<file path="src/rtl/cpu_pipe_pkg.sv">
// Shared CPU pipeline definitions: control-bit positions inside the stage
// control bundle, per-stage bundle widths and default hazard kill masks.
package cpu_pipe_pkg;

    // Bit positions inside the control bundle carried between stages
    localparam int CTL_REGWRITE = 0;
    localparam int CTL_MEMWRITE = 1;
    localparam int CTL_MEMREAD  = 2;
    localparam int CTL_MEMTOREG = 3;
    localparam int CTL_MEMSRC   = 4;
    localparam int CTL_CALL     = 5;
    localparam int CTL_RET      = 6;

    // Which inter-stage boundary a register sits on
    typedef enum logic [1:0] {
        STAGE_IF_ID  = 2'd0,
        STAGE_ID_EX  = 2'd1,
        STAGE_EX_MEM = 2'd2,
        STAGE_MEM_WB = 2'd3
    } stage_e;

    // Bundle widths for each boundary
    localparam int IF_ID_CTRL_W  = 8;
    localparam int IF_ID_DATA_W  = 64;
    localparam int ID_EX_CTRL_W  = 8;
    localparam int ID_EX_DATA_W  = 101;
    localparam int EX_MEM_CTRL_W = 8;
    localparam int EX_MEM_DATA_W = 101;
    localparam int MEM_WB_CTRL_W = 8;
    localparam int MEM_WB_DATA_W = 69;

    // Control bits killed on a hazard; EX/MEM drops a speculative return
    localparam logic [7:0] IF_ID_KILL_MASK  = 8'h00;
    localparam logic [7:0] ID_EX_KILL_MASK  = 8'h00;
    localparam logic [7:0] EX_MEM_KILL_MASK = 8'(1 << CTL_RET);
    localparam logic [7:0] MEM_WB_KILL_MASK = 8'h00;

    function automatic logic [7:0] default_kill_mask(input stage_e stage);
        logic [7:0] mask;
        case (stage)
            STAGE_IF_ID:  mask = IF_ID_KILL_MASK;
            STAGE_ID_EX:  mask = ID_EX_KILL_MASK;
            STAGE_EX_MEM: mask = EX_MEM_KILL_MASK;
            default:      mask = MEM_WB_KILL_MASK;
        endcase
        return mask;
    endfunction

endpackage

</file>
<file path="src/rtl/pipe_stage_sat_cnt.sv">
// 16-bit event counter that sticks at all-ones instead of wrapping.
module pipe_stage_sat_cnt (
    input  logic        clk,
    input  logic        rst_n,
    input  logic        inc,
    output logic [15:0] count
);

    // Count one per qualifying edge, holding at the ceiling
    always_ff @(posedge clk or negedge rst_n) begin
        if (!rst_n) begin
            count <= 16'h0000;
        end else if (inc && (count != 16'hFFFF)) begin
            count <= count + 16'h0001;
        end
    end

endmodule

</file>
<file path="src/rtl/pipe_stage_reg.sv">
// Generic CPU inter-stage register with valid/ready handshake and a
// 2-entry skid (main + skid) so in_ready comes straight from a flop.
// Supports flush (bubble insertion) and a hazard kill mask on control.
// Optional statistics counters are enabled by defining PIPE_STAGE_STATS_EN.
module pipe_stage_reg
    import cpu_pipe_pkg::*;
#(
    parameter int                CTRL_W    = EX_MEM_CTRL_W,
    parameter int                DATA_W    = EX_MEM_DATA_W,
    parameter logic [CTRL_W-1:0] KILL_MASK = '0
) (
    input  logic              clk,
    input  logic              rst_n,
    input  logic              in_valid,
    output logic              in_ready,
    input  logic [CTRL_W-1:0] in_ctrl,
    input  logic [DATA_W-1:0] in_data,
    input  logic              clr_hazard,
    input  logic              flush,
    output logic              out_valid,
    input  logic              out_ready,
    output logic [CTRL_W-1:0] out_ctrl,
    output logic [DATA_W-1:0] out_data,
    output logic [1:0]        occupancy
`ifdef PIPE_STAGE_STATS_EN
    ,
    output logic [15:0]       stall_cnt,
    output logic [15:0]       flush_cnt
`endif
);

    logic              main_valid;
    logic [CTRL_W-1:0] main_ctrl;
    logic [DATA_W-1:0] main_data;
    logic              skid_valid;
    logic [CTRL_W-1:0] skid_ctrl;
    logic [DATA_W-1:0] skid_data;

    logic              accept;
    logic              pop;
    logic [CTRL_W-1:0] cap_ctrl;

    // Handshake qualifiers and the control word as it would be captured
    always_comb begin
        accept   = in_valid & ~skid_valid;
        pop      = main_valid & out_ready;
        cap_ctrl = in_ctrl & ~(clr_hazard ? KILL_MASK : {CTRL_W{1'b0}});
    end

    // Main/skid storage: FIFO order, skid only fills while main is stalled
    always_ff @(posedge clk or negedge rst_n) begin
        if (!rst_n) begin
            main_valid <= 1'b0;
            main_ctrl  <= '0;
            main_data  <= '0;
            skid_valid <= 1'b0;
            skid_ctrl  <= '0;
            skid_data  <= '0;
        end else if (flush) begin
            main_valid <= 1'b0;
            main_ctrl  <= '0;
            skid_valid <= 1'b0;
            skid_ctrl  <= '0;
        end else if (skid_valid) begin
            if (pop) begin
                main_valid <= 1'b1;
                main_ctrl  <= skid_ctrl;
                main_data  <= skid_data;
                skid_valid <= 1'b0;
                skid_ctrl  <= '0;
            end
        end else if (main_valid) begin
            if (pop && accept) begin
                main_ctrl <= cap_ctrl;
                main_data <= in_data;
            end else if (pop) begin
                main_valid <= 1'b0;
                main_ctrl  <= '0;
            end else if (accept) begin
                skid_valid <= 1'b1;
                skid_ctrl  <= cap_ctrl;
                skid_data  <= in_data;
            end
        end else if (accept) begin
            main_valid <= 1'b1;
            main_ctrl  <= cap_ctrl;
            main_data  <= in_data;
        end
    end

    // Outputs are taken directly from the storage flops
    always_comb begin
        in_ready  = ~skid_valid;
        out_valid = main_valid;
        out_ctrl  = main_ctrl;
        out_data  = main_data;
        occupancy = {1'b0, main_valid} + {1'b0, skid_valid};
    end

`ifdef PIPE_STAGE_STATS_EN
    logic stall_hit;
    logic flush_hit;

    // Events seen by the statistics counters
    always_comb begin
        stall_hit = in_valid & skid_valid;
        flush_hit = flush & (main_valid | skid_valid);
    end

    pipe_stage_sat_cnt u_stall_cnt (
        .clk   (clk),
        .rst_n (rst_n),
        .inc   (stall_hit),
        .count (stall_cnt)
    );

    pipe_stage_sat_cnt u_flush_cnt (
        .clk   (clk),
        .rst_n (rst_n),
        .inc   (flush_hit),
        .count (flush_cnt)
    );
`endif

endmodule

</file>
<file path="config.mk">
export PLATFORM = sky130hd
export DESIGN_NAME = pipe_stage_reg
export DESIGN_NICKNAME = d
export VERILOG_FILES = /design/src/rtl/cpu_pipe_pkg.sv /design/src/rtl/pipe_stage_sat_cnt.sv /design/src/rtl/pipe_stage_reg.sv
export SDC_FILE = /design/constraint.sdc
export NUM_CORES = 1
export LEC_CHECK = 0
export CORE_MARGIN = 3
export CORE_UTILIZATION = 52
export CTS_BUF_LIST = sky130_fd_sc_hd__clkbuf_8
export DETAILED_ROUTE_END_ITERATION = 7
export PLACE_DENSITY = 0.82
export RECOVER_POWER = 50
export SETUP_SLACK_MARGIN = 0.3
export SLEW_MARGIN = 40
export SYNTH_ARGS = -nofsm -noshare
export SYNTH_HDL_FRONTEND = slang
export SYNTH_HIERARCHICAL = 1
export SYNTH_SLANG_ARGS = --single-unit
export TNS_END_PERCENT = 10
</file>
<file path="constraint.sdc">
create_clock -name clk -period 2.72 [get_ports clk]
set_input_delay 0.544 -clock clk [delete_from_list [all_inputs] [get_ports clk]]
set_output_delay 0.544 -clock clk [all_outputs]
set_load 0.01 [all_outputs]
</file>
# --- Word level (Yosys, flattened, before mapping) ---
# Cells that the tools add are included.
classes:
  add_sub_neg: 1
  mul: 0
  div: 0
  n_lt_le_gt_ge: 0
  n_eq_ne: 6
  shifts: 0
  mux: 29
  bitwise: 6
  reduce_logical: 9
op_table:
  columns: ["op", "n"]
  rows:
  - ["101-bit two-way mux", 5]
  - ["8-bit two-way mux", 12]
  - ["1-bit two-way mux", 12]
  - ["3-bit nonzero test", 3]
  - ["3-bit inequality test, second input constant", 2]
  - ["6-bit AND reduction", 1]
  - ["5-bit AND reduction", 1]
  - ["4-bit by 2-bit inequality test with 1-bit output, second input constant", 1]
  - ["1-bit NOT", 4]
  - ["4-bit AND reduction", 1]
  - ["4-bit nonzero test", 1]
  - ["3-bit by 1-bit inequality test with 1-bit output, second input constant", 1]
  - ["3-bit by 2-bit inequality test with 1-bit output, second input constant", 1]
  - ["3-bit AND reduction", 1]
  - ["1-bit by 1-bit adder with 2-bit output", 1]
  - ["1-bit AND", 2]
  - ["2-bit by 1-bit inequality test with 1-bit output, second input constant", 1]
  - ["1-bit logical AND", 1]
word_totals:
  regBits: 220
  latch_bits: 0
  ram_bits: 0
  mem_bits_ro: 0
  inputBits: 115
  mem_count: 0

# --- Longest topological paths before layout ---
depth:
  depth_word: 8
  ltp_mapped: 10

# --- Least setup slack after synthesis ---
# Ideal clock, no wire load.
synth_path:
  path_kind: "reg2reg"
  startpoint: "register skid_valid"
  endpoint: "register main_data[0] (netlist: out_data[0])"
  arrival_ns: 2.317
  t_required_ns: 2.595
  setup_slack_ns: 0.278
  stages_incl_launch_ff: 11
  path_buffers: 5
  period_less_slack_ns: 2.442
  cell_sequence: "dfrtp_1 > buf_6 > buf_4 > buf_2 > inv_1 > ha_1 > or2_1 > a211oi_4 > buf_12 > buf_12 > mux2_4"
synth_between:
  elab_chain_len: 5
  elab_cells_between_ends: 8
  cone_classes: "eq/ne: 2; mux: 1; bitwise: 2; reduce/logical: 3"
synth_lines:
  columns: ["element", "line", "rtl"]
  rows:
  - ["from (decl)", "pipe_stage_reg.sv:35", "logic skid_valid;"]
  - ["from (signal assigned)", "pipe_stage_reg.sv:56", "skid_valid <= 1'b0;"]
  - ["from (signal assigned)", "pipe_stage_reg.sv:62", "skid_valid <= 1'b0;"]
  - ["from (signal assigned)", "pipe_stage_reg.sv:69", "skid_valid <= 1'b0;"]
  - ["1-bit NOT (no source line) *", null, null]
  - ["via in_ready", "pipe_stage_reg.sv:15", "output logic in_ready,"]
  - ["1-bit AND *", "pipe_stage_reg.sv:45", "accept = in_valid & ~skid_valid;"]
  - ["1-bit logical AND", "pipe_stage_reg.sv:73", "if (pop && accept) begin"]
  - ["3-bit by 1-bit inequality test with 1-bit output (no source line)", null, null]
  - ["4-bit AND reduction (no source line) *", null, null]
  - ["to (signal assigned)", "pipe_stage_reg.sv:68", "main_data <= skid_data;"]
  - ["to (signal assigned)", "pipe_stage_reg.sv:75", "main_data <= in_data;"]
  - ["to (signal assigned)", "pipe_stage_reg.sv:87", "main_data <= in_data;"]
  - ["to (decl)", "pipe_stage_reg.sv:34", "logic [DATA_W-1:0] main_data;"]
# Mark *: on every way through the listed nets, which the timed path passes. The rest lies on a longest branch.
# A chain may end at the register's enable or synchronous reset.

# --- Final worst setup path ---
layout_path:
  startpoint: "register skid_valid"
  endpoint: "output occupancy[1]"
layout_between:
  elab_chain_len: 1
layout_lines:
  columns: ["element", "line", "rtl"]
  rows:
  - ["1-bit by 1-bit adder with 2-bit output", "pipe_stage_reg.sv:97", "occupancy = {1'b0, main_valid} + {1'b0, skid_valid};"]
  - ["to (decl)", "pipe_stage_reg.sv:24", "output logic [1:0] occupancy"]
# No other way between the ends.

==> metrics <==
status=finished, violations left; failing checks=max-capacitance violations, max-slew violations; Clock Latency Late Sink=roughly 0.52 ns; layout cells sized above 1=42.34%; initial antenna violation count=1; Final min period=about 2.3 ns; Die Wd=145.6 microns; Clk pwr share=a little over a quarter; total global-route track usage=~21%; overall die height=around 150 microns; Final Setup Violations=0; synth-to-layout area growth=32.17%; port bufs=around 230; Root Buffer=clkbuf_8; Fin. Hold Viols=0; drt initial violations=~170; commonest non-fill, non-tap cells in the layout=dfrtp_1 (218), mux2_2 (211), clkdlybuf4s50_1 (169), mux2_4 (90), dlygate4sd3_1 (55); TNS Setup=0 ns; DR pass1 iterations=4; CTS tree=yes; slew margin rel.=-23.20%; via/cell ratio=~5.3; Routed WL=22670 microns; Syn Inst Count=about 630; DRC=0; fin area=about 13000 sq um; Avg Synthesized Cell Area=approximately 16 sq um; Hold Crit Class=reg2reg; Remaining Overflow, GRT=0; pin count of the biggest net entering global routing=72; Die Area=about 21000 sq um; Clock Sinks=220; placed inst area=12660 sq um; DR vias=approximately 6.2k; pwr/cell area=784.9 nW/um^2; RePlAce Congestion=a little over 0.8; critical path class=reg2out; ANT nets after route=0; DR WL/cell=~19 microns; Worst Slack Setup Final=approximately 0.38 ns; I/O pin count=~230; Reg clk slew, reported paths=0.06 ns; max-cap viol count=1; vias in the first global route=6882; period utilization=a little under nine tenths; switch share=between 20% and 30%; pin slew with the least headroom to its limit=between 1.5 and 2 ns; total core area=roughly 19000 sq um; hold depth=1; dpl hpwl=around 15000 microns; Row Count=50; Seq pwr share=44.4%; Max clock buf depth=3; Hold WS=between 0.4 and 0.5 ns; Worst Setup Start Kind=flip-flop; crit-path max FO=2; WP data arrival=approximately 1.8 ns; fraction of registers with async set/reset=between 90% and 100%; Critical Path End Type=primary output; Seq/Total Area, Yosys=between 50% and 60%; Switch Pwr=~2.8 mW; Post-Syn Area=~10000 sq um; main flop type after synthesis=dfrtp_1; Inserted Clock Buffers=38; Static Leak=slightly below 6 nW; Gate power share=28.5%; Starting Density=between 50% and 60%; Fmax=approximately 0.43 GHz; fin. max-slew vios=70; Post-Syn Nets=750; first-pass GRT wire length=approximately 37000 microns; worst r2r path cells=7; EDFF count, synth=0; Worst Path Required=~2.2 ns; nets=1005; Worst VDD drop=a little under 0.5 mV; Synth cell types=31; Place WS=0.2158 ns; yosys warns=6; P_int=~7.7 mW; most common cell after layout, fill and taps aside=dfrtp_1; final setup skew=0.01061 ns; flops & latches, synth=220; RSZ-0062 raised after global routing=no; number of H-tree levels=2
-- power groups by stage --
stage | combinational [mW] | sequential, mW | clock (mW)
6_report | 2.99 | 4.67 | 2.85
3_3_place_gp | 3.00 | 4.64 | 0
3_5_place_dp | 3.10 | 4.72 | 0
2_1_floorplan | 1.45 | 4.82 | 0
5_1_grt | 3.19 | 4.77 | 3.09
4_1_cts | 3.13 | 4.68 | 2.95
-- cell type report --
class,count,area (sq um)
fill,1276,5559
sequential,220,5510
multi-input combinational,371,4248
timing repair buffer,254,2570
clock buffer,48,660.6
tap,260,325.3
clock inverter,19,72.57
inverter,2,7.507
antenna,1,2.502
-- cells in the mapped netlist, types with 2 or more instances --
| master | number | share of area, % |
|---|---|---|
| buf_2 | 11 | 0.54 |
| nand2_1 | 10 | 0.37 |
| buf_6 | 3 | 0.33 |
| dfrtp_1 | 220 | 54 |
| o21ai_0 | 8 | 0.40 |
| a22o_1 | 8 | 0.69 |
| buf_12 | 10 | 2.0 |
| ha_1 | 3 | 0.37 |
| o2bb2ai_1 | 8 | 0.69 |
| nand2b_1 | 16 | 0.99 |
| buf_4 | 11 | 0.81 |
| mux2_4 | 90 | 13 |
| clkbuf_1 | 3 | 0.11 |
| mux2_1 | 2 | 0.22 |
| a21oi_1 | 2 | 0.099 |
| inv_1 | 2 | 0.074 |
| mux2_2 | 211 | 23 |
-- critical path, stage by stage (launching register included) --
cell	delay, ns
dfrtp_4	0.47
buf_4	0.15
ha_1	0.17
clkdlybuf4s50_1	0.48
-- flip-flops by register name, summed over array words and instances (netlist names) --
register,cells
out_ctrl,8
out_data,101
out_valid,1
skid_ctrl,8
skid_data,101
skid_valid,1
-- routing by layer --
| layer | global-route usage, % | vias to the layer above | share of wire [%] | wire length (microns) |
|---|---|---|---|---|
| met3 | 7.132 | 45 | 7.6 | 1728 |
| met5 | 0 | - | 0 | 0 |
| met2 | 35.05 | 202 | 49 | 11090 |
| met4 | 7.455 | 0 | 2.2 | 505 |
| li1 | - | 2787 | - | - |
| met1 | 26.87 | 3136 | 41 | 9347 |
-- cell families after synthesis --
group	after synthesis	synth area share [%]
DFF	220	54.31
muxes	303	37.00
adders and majority gates	3	0.3704
and+or+nand+nor	33	1.889
AOI/OAI and AO/OA	32	2.543
buffers and inverters	41	3.888
-- stage by stage --
stage	util (%)	total power, mW	std cells
2_1_floorplan	-	6.264	632
3_3_place_gp	66.74	7.641	1104
3_5_place_dp	66.77	7.822	1104
4_1_cts	70.75	10.76	1174
5_1_grt	70.67	11.05	1175
6_report	70.67	10.52	1175
-- what timing repair did --
action	in CTS	in global routing
gates resized for setup	2	0
endpoints found under the setup margin	12	0
buffers inserted	3	0
hold buffers	0	0
-- worst paths after layout --
kind                                                 from                        end  slack, ns
worst max-delay path                 skid_valid$_DFF_PN0_               occupancy[1]       0.38
worst min-delay path            skid_data[99]$_DFFE_PN0P_  skid_data[99]$_DFFE_PN0P_       0.49
worst max register to register      out_valid$_DFFE_PN0P_   out_data[86]$_DFFE_PN0P_       0.42
worst min register to register  skid_data[99]$_DFFE_PN0P_  skid_data[99]$_DFFE_PN0P_       0.49
max in group asynchronous                           rst_n   out_data[54]$_DFFE_PN0P_       0.62
min in group asynchronous                           rst_n  skid_data[56]$_DFFE_PN0P_       0.54
No activity file was read; power rests on OpenSTA's default activity.
